--- src/rtl/blackjack_table_if.sv ---
// blackjack_table_if: player actions, card-source handshake and display outputs of the blackjack table
interface blackjack_table_if #(
  parameter int BET_W  = 4,
  parameter int COIN_W = 8
);
  logic              next;
  logic              hit;
  logic              stand;
  logic              double_down;
  logic              split;
  logic [BET_W-1:0]  bet;
  logic              card_req;
  logic              card_valid;
  logic [3:0]        card_value;
  logic [5:0]        player_score;
  logic [5:0]        player_score_split;
  logic [5:0]        dealer_score;
  logic [COIN_W-1:0] current_coin;
  logic              can_split;
  logic [2:0]        phase;
  logic [1:0]        win;
  logic [1:0]        lose;
  logic [1:0]        draw;
  modport master (
    output next, hit, stand, double_down, split, bet, card_valid, card_value,
    input  card_req, player_score, player_score_split, dealer_score, current_coin,
           can_split, phase, win, lose, draw
  );
  modport slave (
    input  next, hit, stand, double_down, split, bet, card_valid, card_value,
    output card_req, player_score, player_score_split, dealer_score, current_coin,
           can_split, phase, win, lose, draw
  );
endinterface

--- src/rtl/blackjack_table.sv ---
// blackjack_table: one-round-per-bet blackjack controller with external card source; optional split via BLACKJACK_SPLIT_EN
module blackjack_table #(
  parameter int COIN_W       = 8,
  parameter int INIT_COIN    = 30,
  parameter int BET_W        = 4,
  parameter int MAX_CARDS    = 5,
  parameter int DEALER_STAND = 17
) (
  input logic              clk,
  input logic              reset,
  blackjack_table_if.slave bus
);
`ifdef BLACKJACK_SPLIT_EN
  localparam bit SPLIT_EN = 1'b1;
`else
  localparam bit SPLIT_EN = 1'b0;
`endif
  localparam int PW = COIN_W + BET_W + 3;
  localparam logic [1:0] HMASK = SPLIT_EN ? 2'b11 : 2'b01;
  typedef enum logic [2:0] {IDLE = 3'd0, DEAL = 3'd1, PLAY0 = 3'd2, PLAY1 = 3'd3, DEALER = 3'd4, RESULT = 3'd5} state_t;
  state_t            r_state;
  logic [5:0]        r_sum0, r_sum1, r_sumd;
  logic              r_ace0, r_ace1, r_aced;
  logic [2:0]        r_n0, r_n1, r_nd;
  logic [3:0]        r_c0a, r_c0b;
  logic [COIN_W-1:0] r_coin;
  logic [BET_W-1:0]  r_bet;
  logic [BET_W:0]    r_stake0, r_stake1;
  logic              r_split, r_dbl0, r_dbl1;
  logic              r_req;
  logic [1:0]        r_tgt;
  logic [2:0]        r_deal;
  logic [1:0]        r_win, r_lose, r_draw;
  function automatic logic [5:0] score(input logic [5:0] s, input logic a);
    return (a && s <= 6'd11) ? s + 6'd10 : s;
  endfunction
  function automatic logic [PW-1:0] pay(input logic [BET_W:0] st, input logic w, input logic d, input logic bj);
    return bj ? PW'(st) + PW'(st) + PW'(st >> 1) : w ? PW'(st) + PW'(st) : d ? PW'(st) : '0;
  endfunction
  logic [3:0]        w_card;
  logic              w_take;
  logic [5:0]        w_s0, w_s1, w_sd;
  logic              w_b0, w_b1, w_dbust, w_all_bust;
  logic              w_nat0, w_dnat, w_bj;
  logic              w_win0, w_draw0, w_win1, w_draw1;
  logic              w_coin_ok, w_bet_ok, w_can_split, w_enter, w_clr;
  logic [PW-1:0]     w_sum_coin;
  logic [COIN_W-1:0] w_new_coin;
  // Card decode, scores, round outcome and payout, all derived from registered state
  always_comb begin
    w_card     = bus.card_value >= 4'd10 ? 4'd10 : bus.card_value;
    w_take     = r_req && bus.card_valid && bus.card_value != 4'd0;
    w_s0       = score(r_sum0, r_ace0);
    w_s1       = score(r_sum1, r_ace1);
    w_sd       = score(r_sumd, r_aced);
    w_b0       = w_s0 > 6'd21;
    w_b1       = w_s1 > 6'd21;
    w_dbust    = w_sd > 6'd21;
    w_all_bust = w_b0 && (!r_split || w_b1);
    w_nat0     = !r_split && r_n0 == 3'd2 && w_s0 == 6'd21;
    w_dnat     = r_nd == 3'd2 && w_sd == 6'd21;
    w_bj       = w_nat0 && !w_dnat;
    w_win0     = w_bj || (!w_b0 && (w_dbust || w_s0 > w_sd));
    w_draw0    = !w_bj && !w_b0 && !w_dbust && w_s0 == w_sd;
    w_win1     = r_split && !w_b1 && (w_dbust || w_s1 > w_sd);
    w_draw1    = r_split && !w_b1 && !w_dbust && w_s1 == w_sd;
    w_coin_ok  = PW'(r_coin) >= PW'(r_bet);
    w_bet_ok   = bus.bet != '0 && PW'(bus.bet) <= PW'(r_coin);
    w_can_split = SPLIT_EN && r_state == PLAY0 && !r_req && r_n0 == 3'd2 && r_c0a == r_c0b && !r_split && w_coin_ok;
    w_enter    = !r_req && ((r_state == DEAL && r_deal == 3'd4 && w_nat0) ||
                            (r_state == DEALER && (w_all_bust || w_sd >= 6'(DEALER_STAND))));
    w_clr      = !r_req && r_state == RESULT && bus.next;
    w_sum_coin = PW'(r_coin) + pay(r_stake0, w_win0, w_draw0, w_bj) + pay(r_stake1, w_win1, w_draw1, 1'b0);
    w_new_coin = w_sum_coin > PW'({COIN_W{1'b1}}) ? {COIN_W{1'b1}} : w_sum_coin[COIN_W-1:0];
  end
  // Round FSM: card intake while a request is pending, otherwise per-phase action handling
  always_ff @(posedge clk) begin
    if (reset) begin
      r_state <= IDLE;
      r_coin  <= COIN_W'(INIT_COIN);
      r_bet   <= '0;
      r_req   <= 1'b0;
      r_tgt   <= 2'd0;
      r_deal  <= 3'd0;
    end else begin
      if (r_req) begin
        if (w_take) begin
          r_req <= 1'b0;
          case (r_tgt)
            2'd0: begin
              r_sum0 <= r_sum0 + 6'(w_card);
              r_ace0 <= r_ace0 | (w_card == 4'd1);
              r_n0   <= r_n0 + 3'd1;
              if (r_n0 == 3'd0) r_c0a <= w_card;
              if (r_n0 == 3'd1) r_c0b <= w_card;
            end
            2'd1: begin
              r_sum1 <= r_sum1 + 6'(w_card);
              r_ace1 <= r_ace1 | (w_card == 4'd1);
              r_n1   <= r_n1 + 3'd1;
            end
            default: begin
              r_sumd <= r_sumd + 6'(w_card);
              r_aced <= r_aced | (w_card == 4'd1);
              r_nd   <= r_nd + 3'd1;
            end
          endcase
        end
      end else begin
        case (r_state)
          IDLE:
            if (bus.next && w_bet_ok) begin
              r_coin   <= r_coin - COIN_W'(bus.bet);
              r_bet    <= bus.bet;
              r_stake0 <= (BET_W+1)'(bus.bet);
              r_deal   <= 3'd0;
              r_state  <= DEAL;
            end
          DEAL:
            if (r_deal != 3'd4) begin
              r_req  <= 1'b1;
              r_tgt  <= r_deal[0] ? 2'd2 : 2'd0;
              r_deal <= r_deal + 3'd1;
            end else r_state <= w_nat0 ? RESULT : PLAY0;
          PLAY0:
            if (w_b0 || r_n0 == 3'(MAX_CARDS) || r_dbl0) begin
              r_state <= r_split ? PLAY1 : DEALER;
              r_req   <= r_split;
              r_tgt   <= 2'd1;
            end else if (bus.split && w_can_split) begin
              r_coin   <= r_coin - COIN_W'(r_bet);
              r_stake1 <= (BET_W+1)'(r_bet);
              r_split  <= 1'b1;
              r_sum0   <= 6'(r_c0a);
              r_ace0   <= r_c0a == 4'd1;
              r_n0     <= 3'd1;
              r_sum1   <= 6'(r_c0b);
              r_ace1   <= r_c0b == 4'd1;
              r_n1     <= 3'd1;
              r_req    <= 1'b1;
              r_tgt    <= 2'd0;
            end else if (bus.double_down && r_n0 == 3'd2 && w_coin_ok) begin
              r_coin   <= r_coin - COIN_W'(r_bet);
              r_stake0 <= r_stake0 + (BET_W+1)'(r_bet);
              r_dbl0   <= 1'b1;
              r_req    <= 1'b1;
              r_tgt    <= 2'd0;
            end else if (bus.hit) begin
              r_req <= 1'b1;
              r_tgt <= 2'd0;
            end else if (bus.stand) begin
              r_state <= r_split ? PLAY1 : DEALER;
              r_req   <= r_split;
              r_tgt   <= 2'd1;
            end
          PLAY1:
            if (w_b1 || r_n1 == 3'(MAX_CARDS) || r_dbl1 || (bus.stand && !bus.hit && !bus.double_down)) r_state <= DEALER;
            else if (bus.double_down && r_n1 == 3'd2 && w_coin_ok) begin
              r_coin   <= r_coin - COIN_W'(r_bet);
              r_stake1 <= r_stake1 + (BET_W+1)'(r_bet);
              r_dbl1   <= 1'b1;
              r_req    <= 1'b1;
              r_tgt    <= 2'd1;
            end else if (bus.hit) begin
              r_req <= 1'b1;
              r_tgt <= 2'd1;
            end
          DEALER:
            if (w_all_bust || w_sd >= 6'(DEALER_STAND)) r_state <= RESULT;
            else begin
              r_req <= 1'b1;
              r_tgt <= 2'd2;
            end
          default:
            if (bus.next) r_state <= IDLE;
        endcase
      end
      if (w_enter) begin
        r_coin <= w_new_coin;
        r_win  <= {w_win1, w_win0};
        r_draw <= {w_draw1, w_draw0};
        r_lose <= {r_split && !w_win1 && !w_draw1, !w_win0 && !w_draw0};
      end
    end
    if (reset || w_clr) begin
      {r_sum0, r_sum1, r_sumd} <= '0;
      {r_ace0, r_ace1, r_aced} <= '0;
      {r_n0, r_n1, r_nd}       <= '0;
      {r_c0a, r_c0b}           <= '0;
      {r_stake0, r_stake1}     <= '0;
      {r_split, r_dbl0, r_dbl1} <= '0;
      {r_win, r_lose, r_draw}  <= '0;
    end
  end
  assign bus.card_req           = r_req;
  assign bus.player_score       = w_s0;
  assign bus.player_score_split = SPLIT_EN ? w_s1 : 6'd0;
  assign bus.dealer_score       = w_sd;
  assign bus.current_coin       = r_coin;
  assign bus.can_split          = w_can_split;
  assign bus.phase              = r_state;
  assign bus.win                = r_win & HMASK;
  assign bus.lose               = r_lose & HMASK;
  assign bus.draw               = r_draw & HMASK;
endmodule

--- src/flat_wrapper.sv ---
// flat-port wrapper written by rule: the top's interface ports become plain ports
module blackjack_table_flat 
#(
  parameter int COIN_W       = 8,
  parameter int INIT_COIN    = 30,
  parameter int BET_W        = 4,
  parameter int MAX_CARDS    = 5,
  parameter int DEALER_STAND = 17
)
  (clk, reset, bus_next, bus_hit, bus_stand, bus_double_down, bus_split, bus_bet, bus_card_valid, bus_card_value, bus_card_req, bus_player_score, bus_player_score_split, bus_dealer_score, bus_current_coin, bus_can_split, bus_phase, bus_win, bus_lose, bus_draw);
  blackjack_table_if #(.BET_W(BET_W), .COIN_W(COIN_W)) bus_i ();
  input logic clk;
  input logic reset;
  input wire logic [$bits(bus_i.next)-1:0] bus_next;
  input wire logic [$bits(bus_i.hit)-1:0] bus_hit;
  input wire logic [$bits(bus_i.stand)-1:0] bus_stand;
  input wire logic [$bits(bus_i.double_down)-1:0] bus_double_down;
  input wire logic [$bits(bus_i.split)-1:0] bus_split;
  input wire logic [$bits(bus_i.bet)-1:0] bus_bet;
  input wire logic [$bits(bus_i.card_valid)-1:0] bus_card_valid;
  input wire logic [$bits(bus_i.card_value)-1:0] bus_card_value;
  output wire logic [$bits(bus_i.card_req)-1:0] bus_card_req;
  output wire logic [$bits(bus_i.player_score)-1:0] bus_player_score;
  output wire logic [$bits(bus_i.player_score_split)-1:0] bus_player_score_split;
  output wire logic [$bits(bus_i.dealer_score)-1:0] bus_dealer_score;
  output wire logic [$bits(bus_i.current_coin)-1:0] bus_current_coin;
  output wire logic [$bits(bus_i.can_split)-1:0] bus_can_split;
  output wire logic [$bits(bus_i.phase)-1:0] bus_phase;
  output wire logic [$bits(bus_i.win)-1:0] bus_win;
  output wire logic [$bits(bus_i.lose)-1:0] bus_lose;
  output wire logic [$bits(bus_i.draw)-1:0] bus_draw;
  assign bus_i.next = bus_next;
  assign bus_i.hit = bus_hit;
  assign bus_i.stand = bus_stand;
  assign bus_i.double_down = bus_double_down;
  assign bus_i.split = bus_split;
  assign bus_i.bet = bus_bet;
  assign bus_i.card_valid = bus_card_valid;
  assign bus_i.card_value = bus_card_value;
  assign bus_card_req = bus_i.card_req;
  assign bus_player_score = bus_i.player_score;
  assign bus_player_score_split = bus_i.player_score_split;
  assign bus_dealer_score = bus_i.dealer_score;
  assign bus_current_coin = bus_i.current_coin;
  assign bus_can_split = bus_i.can_split;
  assign bus_phase = bus_i.phase;
  assign bus_win = bus_i.win;
  assign bus_lose = bus_i.lose;
  assign bus_draw = bus_i.draw;
  blackjack_table #(.COIN_W(COIN_W), .INIT_COIN(INIT_COIN), .BET_W(BET_W), .MAX_CARDS(MAX_CARDS), .DEALER_STAND(DEALER_STAND)) u_core (.clk(clk), .reset(reset), .bus(bus_i));
endmodule
--- config.mk ---
export PLATFORM = sky130hd
export DESIGN_NAME = blackjack_table_flat
export DESIGN_NICKNAME = d
export VERILOG_FILES = /design/src/rtl/blackjack_table_if.sv /design/src/rtl/blackjack_table.sv /design/src/flat_wrapper.sv
export SDC_FILE = /design/constraint.sdc
export NUM_CORES = 1
export LEC_CHECK = 0
export BUFFER_PORTS_ARGS = -buffer_cell sky130_fd_sc_hd__buf_2
export CAP_MARGIN = 20
export CORE_MARGIN = 2
export CORE_UTILIZATION = 57
export DETAILED_ROUTE_END_ITERATION = 6
export PLACE_DENSITY = 0.78
export SYNTH_ARGS = -nofsm -noshare
export SYNTH_HDL_FRONTEND = slang
export SYNTH_SLANG_ARGS = --single-unit
export TNS_END_PERCENT = 100
--- constraint.sdc ---
create_clock -name clk -period 12.1 [get_ports clk]
set_input_delay 0.605 -clock clk [delete_from_list [all_inputs] [get_ports clk]]
set_output_delay 0.605 -clock clk [all_outputs]
set_load 0.02 [all_outputs]
# Word-level counts from Yosys, hierarchy flattened
# Index checks and enable logic that the tools add are counted.
[totals]
register_bits = 61
inputBits = 16
out_inout_bits = 37
wordCells = 217
[op_classes]
add_sub_neg = 16
magnitude_cmp = 12
n_eq_ne = 37
n_mux = 55
bitwise_logic = 8
reduce_logical = 68
[op_table]
columns = ["op", "count"]
rows = [
  ["8-bit two-way mux", 8],
  ["3-bit two-way mux", 12],
  ["15-bit two-way mux", 2],
  ["1-bit logical AND", 27],
  ["8-bit case mux with 3 select lines", 1],
  ["2-bit two-way mux", 10],
  ["5-bit two-way mux", 4],
  ["6-bit by 4-bit adder with 6-bit output", 3],
  ["6-bit by 4-bit adder with 6-bit output (second input constant)", 3],
  ["6-bit by 5-bit greater-than comparator with 1-bit output (second input constant)", 3],
  ["6-bit by 4-bit <= comparator with 1-bit output (second input constant)", 3],
  ["6-bit two-way mux", 3],
  ["3-bit by 2-bit inequality test with 1-bit output (second input constant)", 6],
  ["4-bit AND reduction", 4],
  ["4-bit nonzero test", 4],
  ["8-bit by 4-bit subtractor with 8-bit output", 2],
  ["15-bit by 4-bit adder with 15-bit output", 1],
  ["8-bit by 15-bit adder with 15-bit output", 1],
  ["3-bit by 2-bit equality test with 1-bit output (second input constant)", 5],
  ["3-bit equality test (second input constant)", 5],
  ["15-bit by 8-bit greater-than comparator with 1-bit output (second input constant)", 1],
  ["3-bit case mux with 5 select lines", 1],
  ["2-bit inequality test (second input constant)", 7],
  ["7-bit AND reduction", 2],
  ["37 further kinds", 78],
]

# Logic depth before layout (Yosys ltp)
[depth]
depth_word = 18
depth_mapped = 22
ltp_nobuf = 22

# Least setup slack after synthesis
# No wires, ideal clock.
[synth_path]
path_kind = "flip-flop to flip-flop"
from = "register u_core.r_sum0[4]"
to = "register u_core.r_coin[1], in the netlist u_core.bus.current_coin[1]"
setup_time_ns = 0.095
arrival_time_ns = 4.742
required_time_ns = 12.005
path_slack_ns = 7.262
stages_incl_launch_ff = 23
path_buffers = 1
period_less_slack_ns = 4.838
path_cell_list = "dfxtp_1 > clkbuf_1 > nor3b_1 > nand2_1 > xnor2_1 > ha_1 > nor2b_1 > o21a_1 > o21bai_1 > or3b_2 > o2bb2ai_1 > a21oi_2 > a21oi_1 > or3_1 > fa_1 > nor2b_1 > o31a_1 > o21ai_0 > nand2b_1 > a21oi_1 > nor2_1 > nor3_1 > a221oi_1"
[synth_via]
elab_chain_cells = 17
elab_cells_between_ends = 40
classes_between = "add/sub (2); order compare (4); eq/ne (8); mux (6); reduce/logical (20)"
[synth_lines]
columns = ["element", "line_no", "text"]
rows = [
  ["from (decl)", "blackjack_table.sv:22", "logic [5:0] r_sum0, r_sum1, r_sumd;"],
  ["from (signal assigned)", "blackjack_table.sv:91", "r_sum0 <= r_sum0 + 6'(w_card);"],
  ["from (signal assigned)", "blackjack_table.sv:134", "r_sum0 <= 6'(r_c0a);"],
  ["6-bit by 4-bit <= comparator with 1-bit output *", "blackjack_table.sv:35", "return (a && s <= 6'd11) ? s + 6'd10 : s;"],
  ["1-bit logical AND *", "blackjack_table.sv:35", ""],
  ["6-bit two-way mux *", "blackjack_table.sv:35", ""],
  ["named net bus_player_score[1]", "flat_wrapper.sv:23", "output wire logic [$bits(bus_i.player_score)-1:0] bus_player_score;"],
  ["branches (longest 14 deep; another with 8-bit by 15-bit adder with 15-bit output)", "n/a", ""],
  ["to (signal assigned)", "blackjack_table.sv:80", "r_coin <= COIN_W'(INIT_COIN);"],
  ["to (signal assigned)", "blackjack_table.sv:113", "r_coin <= r_coin - COIN_W'(bus.bet);"],
  ["to (signal assigned)", "blackjack_table.sv:179", "r_coin <= w_new_coin;"],
  ["to (decl)", "blackjack_table.sv:26", "logic [COIN_W-1:0] r_coin;"],
]
# Mark *: on every way through the listed nets, which the timed path passes.
# A chain may end at the register's enable or synchronous reset.

# Worst setup path in the final report
[layout_path]
from = "register u_core.r_sum0[4]"
to = "register u_core.r_coin[1], in the netlist u_core.bus.current_coin[1]"
[layout_via]
elab_chain_cells = 17
elab_cells_between_ends = 40
classes_between = "add/sub (2); order compare (4); eq/ne (8); mux (6); reduce/logical (20)"
[layout_lines]
columns = ["element", "line_no"]
rows = [
  ["6-bit by 4-bit <= comparator with 1-bit output", "blackjack_table.sv:35"],
  ["1-bit logical AND", "blackjack_table.sv:35"],
  ["6-bit two-way mux *", "blackjack_table.sv:35"],
  ["branches (longest 14 deep; another with 8-bit by 15-bit adder with 15-bit output)", "n/a"],
]
# Every way passes the cells marked *.

==> reports/summary.md <==
Floorplanning
* # rows: 34
* Starting Density: 0.585
* num ports: 53
* placeable core region: 0.00872 mm2
* Die Area: 0.00972 mm2
* width of the die: 98.6 um
* Die Ht: 98.6 um

Yosys
* post-synthesis async set-or-reset flop share: 0
* library cell occupying the most area in the post-synthesis netlist: sky130_fd_sc_hd__dfxtp_1
* sequential element share of the synthesized area: 0.239
* Synth top area share: 0.239
* Post-synth EDFFs: 0
* Synth Area per Inst: 7.93 um2
* Netlist cell types: 70
* Yosys warnings: 0
* most frequent cell after synthesis: sky130_fd_sc_hd__nor2_1
* ys flop type: sky130_fd_sc_hd__dfxtp_1
* cell types with the highest counts after synthesis: sky130_fd_sc_hd__nor2_1 (84), sky130_fd_sc_hd__dfxtp_1 (61), sky130_fd_sc_hd__ha_1 (52)
* leading cell types by total area after synthesis: sky130_fd_sc_hd__dfxtp_1 (24%), sky130_fd_sc_hd__ha_1 (13%), sky130_fd_sc_hd__nor2_1 (6.2%)
* cell count after synthesis: 643
* register bit count reported by yosys: 61
* cell area after synthesis: 0.00510 mm2

Setup path
* Critical Path End: u_core.bus.current_coin[1]$_SDFFE_PP1P_
* Worst path slowest cell: sky130_fd_sc_hd__xnor2_1
* longest individual stage delay on the worst path: 0.48 ns
* endpoint of the worst-slack reg-to-reg timing path: u_core.bus.current_coin[1]$_SDFFE_PP1P_
* critical path arrival: 5.58 ns
* buffer and inverter count on the worst path: 0
* CP delay by family, top: compound AO/OA/AOI/OAI gates
* CP Capture Type: flop
* startpoint of the most critical register-to-register path: u_core.r_sum0[4]$_SDFFE_PP0P_
* data required time of the critical path: 12.31 ns
* worst-case reg-to-reg path depth: 21
* setup slack of the worst register-to-register path: 6.73 ns
* critical path class: reg2reg
* critical-path cell list: nor3b_1 -> nand2_1 -> xnor2_1 -> ha_1 -> nor2b_1 -> o21a_1 -> o21bai_1 -> or3b_2 -> o2bb2ai_1 -> a21oi_2 -> a21oi_1 -> a311oi_1 -> ha_1 -> nor2b_1 -> o31a_1 -> o21ai_0 -> nand2b_1 -> a21oi_1 -> nor2_1 -> nor3_1 -> a221oi_1
* total number of cells along the worst setup path: 21
* kind of launch point of the worst setup path: flop
* peak fanout along the critical path: 12
* start point of the critical path: u_core.r_sum0[4]$_SDFFE_PP0P_

Global route
* number of global-route vias before repair: 4513
* maximum number of pins on one net before global-route repair: 37
* total congestion overflow after global routing: 0
* GR Util All Layers: 0.260
* wire length of the first global-routing pass: 20.9 mm
* antenna violations before repair: 0

Detailed routing
* Iter 0 DRT Violations: 284
* number of DRC violations after detailed routing: 0
* routed via count: 4721
* via density per instance: 6.05
* TritonRoute pass-1 iters: 5
* WL per Instance: 16.0 um
* final routed wirelength across all metal layers: 12.5 mm
* antenna-violating nets left: 0

STA
* Clock Skew: 0.00924 ns
* remaining max-slew budget at the tightest pin: 0.422
* setup repair after global routing missed its margin: no
* Least-Margin Pin Slew: 0.863 ns
* final max-slew violation count: 0
* Sum Neg Setup Slack: 0 ns
* final setup violation count: 0
* Period Utilization, post-route: 0.444
* Hold Violations, Final: 0
* clock period minus worst slack: 5.37 ns
* achievable clock frequency: 186 MHz

Clock network
* deepest level of the CTS H-tree: 3
* root cell of the clock tree: sky130_fd_sc_hd__clkbuf_8
* clock latency at the later pin of the worst-skew pair: 0.35 ns
* total clock buffers created by CTS: 9
* clock tree from TritonCTS: done
* Post-CTS Hold Fix Bufs: 0
* Clock Pin Slew Worst Setup and Hold Paths: 0.08 ns
* maximum root-to-sink buffer count: 2
* Gates resized, CTS repair: 0
* post-CTS setup buffer count: 0
* clock sink count: 61

Place
* placed cells: 764
* GPL Wtd Cong: 0.916
* port bufs: 41
* total cell area at the placement stage: 0.00529 mm2
* hpwl dp: 9.53 mm

Power and ir drop
* maximum vdd ir drop: 0.0710 mV
* Pwr Density: 166 mW/mm2
* Static Leak: 2.40 nW

Flow run
* max capacitance violation total: 0

Cells and area
* number of diodes added for antenna fixing: 0
* layout cell share with drive strength beyond 1: 0.107
* end-of-flow core utilization: 0.632
* count of non-filler cells in the finished layout: 780
* count of nets after finishing: 743
* area of all placed cells without fillers: 0.00551 mm2
* Synth-to-Final Area Change: 8.02%

Hold path
* worst min-delay path class: reg2reg
* start point of the worst hold path: u_core.r_win[0]$_SDFFE_PP0P_

Run status
* status: completed

==> area by class of cell <==
class,count,area (um2)
Timing Repair Buffer,42,213
Tap cell,108,135
Sequential cell,61,1220
Multi-Input combinational cell,510,3560
Fill cell,780,3210
Inverter,43,161
Clock buffer,9,124
Clock inverter,7,100
==> logic make-up (layout without fill, tap and decap cells) <==
logic type / after synthesis / after routing / share of synthesized area
DFF: 61 / 61 / 0.239
adders and majority gates: 60 / 60 / 0.159
buffers and inverters: 81 / 101 / 0.0701
xor gates and xnor gates: 31 / 31 / 0.0532
muxes: 18 / 18 / 0.0353
other: 1 / 10 / 0.000735
and+or+nand+nor: 227 / 227 / 0.219
AOI/OAI and AO/OA: 164 / 164 / 0.224
==> worst min-delay path, stage by stage, from the launching register on <==
cell and delay (ns):
sky130_fd_sc_hd__dfxtp_1 0.31, sky130_fd_sc_hd__nand2_1 0.05, sky130_fd_sc_hd__a21oi_1 0.06
==> state kept, by name, summed over array words and instances, names as in the netlist, 2 cells and up <==
name,flops
u_core.r_n0,3
u_core.r_sumd,6
u_core.r_stake0,5
u_core.r_sum0,6
u_core.r_tgt,2
u_core.r_deal,3
u_core.bus.phase,3
u_core.r_bet,4
u_core.r_nd,3
u_core.r_n1,3
u_core.bus.current_coin,8
u_core.r_sum1,6
==> per-layer routing <==
metal,global-route usage,wire length [um],vias up
li1,-,-,2321
met1,0.329,5300,2213
met2,0.446,6210,159
met3,0.0518,660,28
met4,0.0875,283,0
met5,0,0,-
==> layout by cell type (no fill, tap or decap), types with 7 or more instances in the layout <==
cell	netlist	layout
sky130_fd_sc_hd__dfxtp_1	61	61
sky130_fd_sc_hd__fa_1	8	8
sky130_fd_sc_hd__clkbuf_8	0	9
sky130_fd_sc_hd__nor3_1	24	24
sky130_fd_sc_hd__nor2_1	84	84
sky130_fd_sc_hd__mux2i_1	18	18
sky130_fd_sc_hd__a211oi_1	20	20
sky130_fd_sc_hd__nor2b_1	18	18
sky130_fd_sc_hd__nand3_1	7	7
sky130_fd_sc_hd__buf_2	1	41
sky130_fd_sc_hd__o21ai_0	27	27
sky130_fd_sc_hd__ha_1	52	52
sky130_fd_sc_hd__a21o_1	12	12
sky130_fd_sc_hd__o21a_1	7	7
sky130_fd_sc_hd__conb_1	1	10
sky130_fd_sc_hd__a21oi_1	42	42
sky130_fd_sc_hd__inv_1	43	43
sky130_fd_sc_hd__nand2b_1	9	9
sky130_fd_sc_hd__xnor2_1	20	20
sky130_fd_sc_hd__xor2_1	11	11
sky130_fd_sc_hd__nand2_1	39	39
==> how the worst min path moves through the flow <==
stage                     cells after the start                      endpoint
after floorplan                               2    u_core.r_dbl1$_SDFFE_PP0P_
after global placement                        2  u_core.r_win[0]$_SDFFE_PP0P_
after detailed placement                      2  u_core.r_win[0]$_SDFFE_PP0P_
after CTS                                     2  u_core.r_win[0]$_SDFFE_PP0P_
after global routing                          2  u_core.r_win[0]$_SDFFE_PP0P_
final                                         2  u_core.r_win[0]$_SDFFE_PP0P_
==> report_power, final <==
part,switching (W),total (W),internal (W)
sequential,0.0000487,0.000274,0.000225
clock,0.0000908,0.000207,0.000116
combinational,0.000260,0.000436,0.000176
total,0.000400,0.000917,0.000518
==> stage by stage <==
step / hold slack, ns / setup slack [ns] / power (W)
global route: 0.493 / 6.33 / 0.000983
CTS: 0.469 / 6.80 / 0.000911
global placement: 0.446 / 7.11 / 0.000679
detailed placement: 0.458 / 6.89 / 0.000700
floorplan: 0.442 / 7.26 / 0.000600
finish: 0.466 / 6.73 / 0.000917
(Power assumes the default switching activity.)
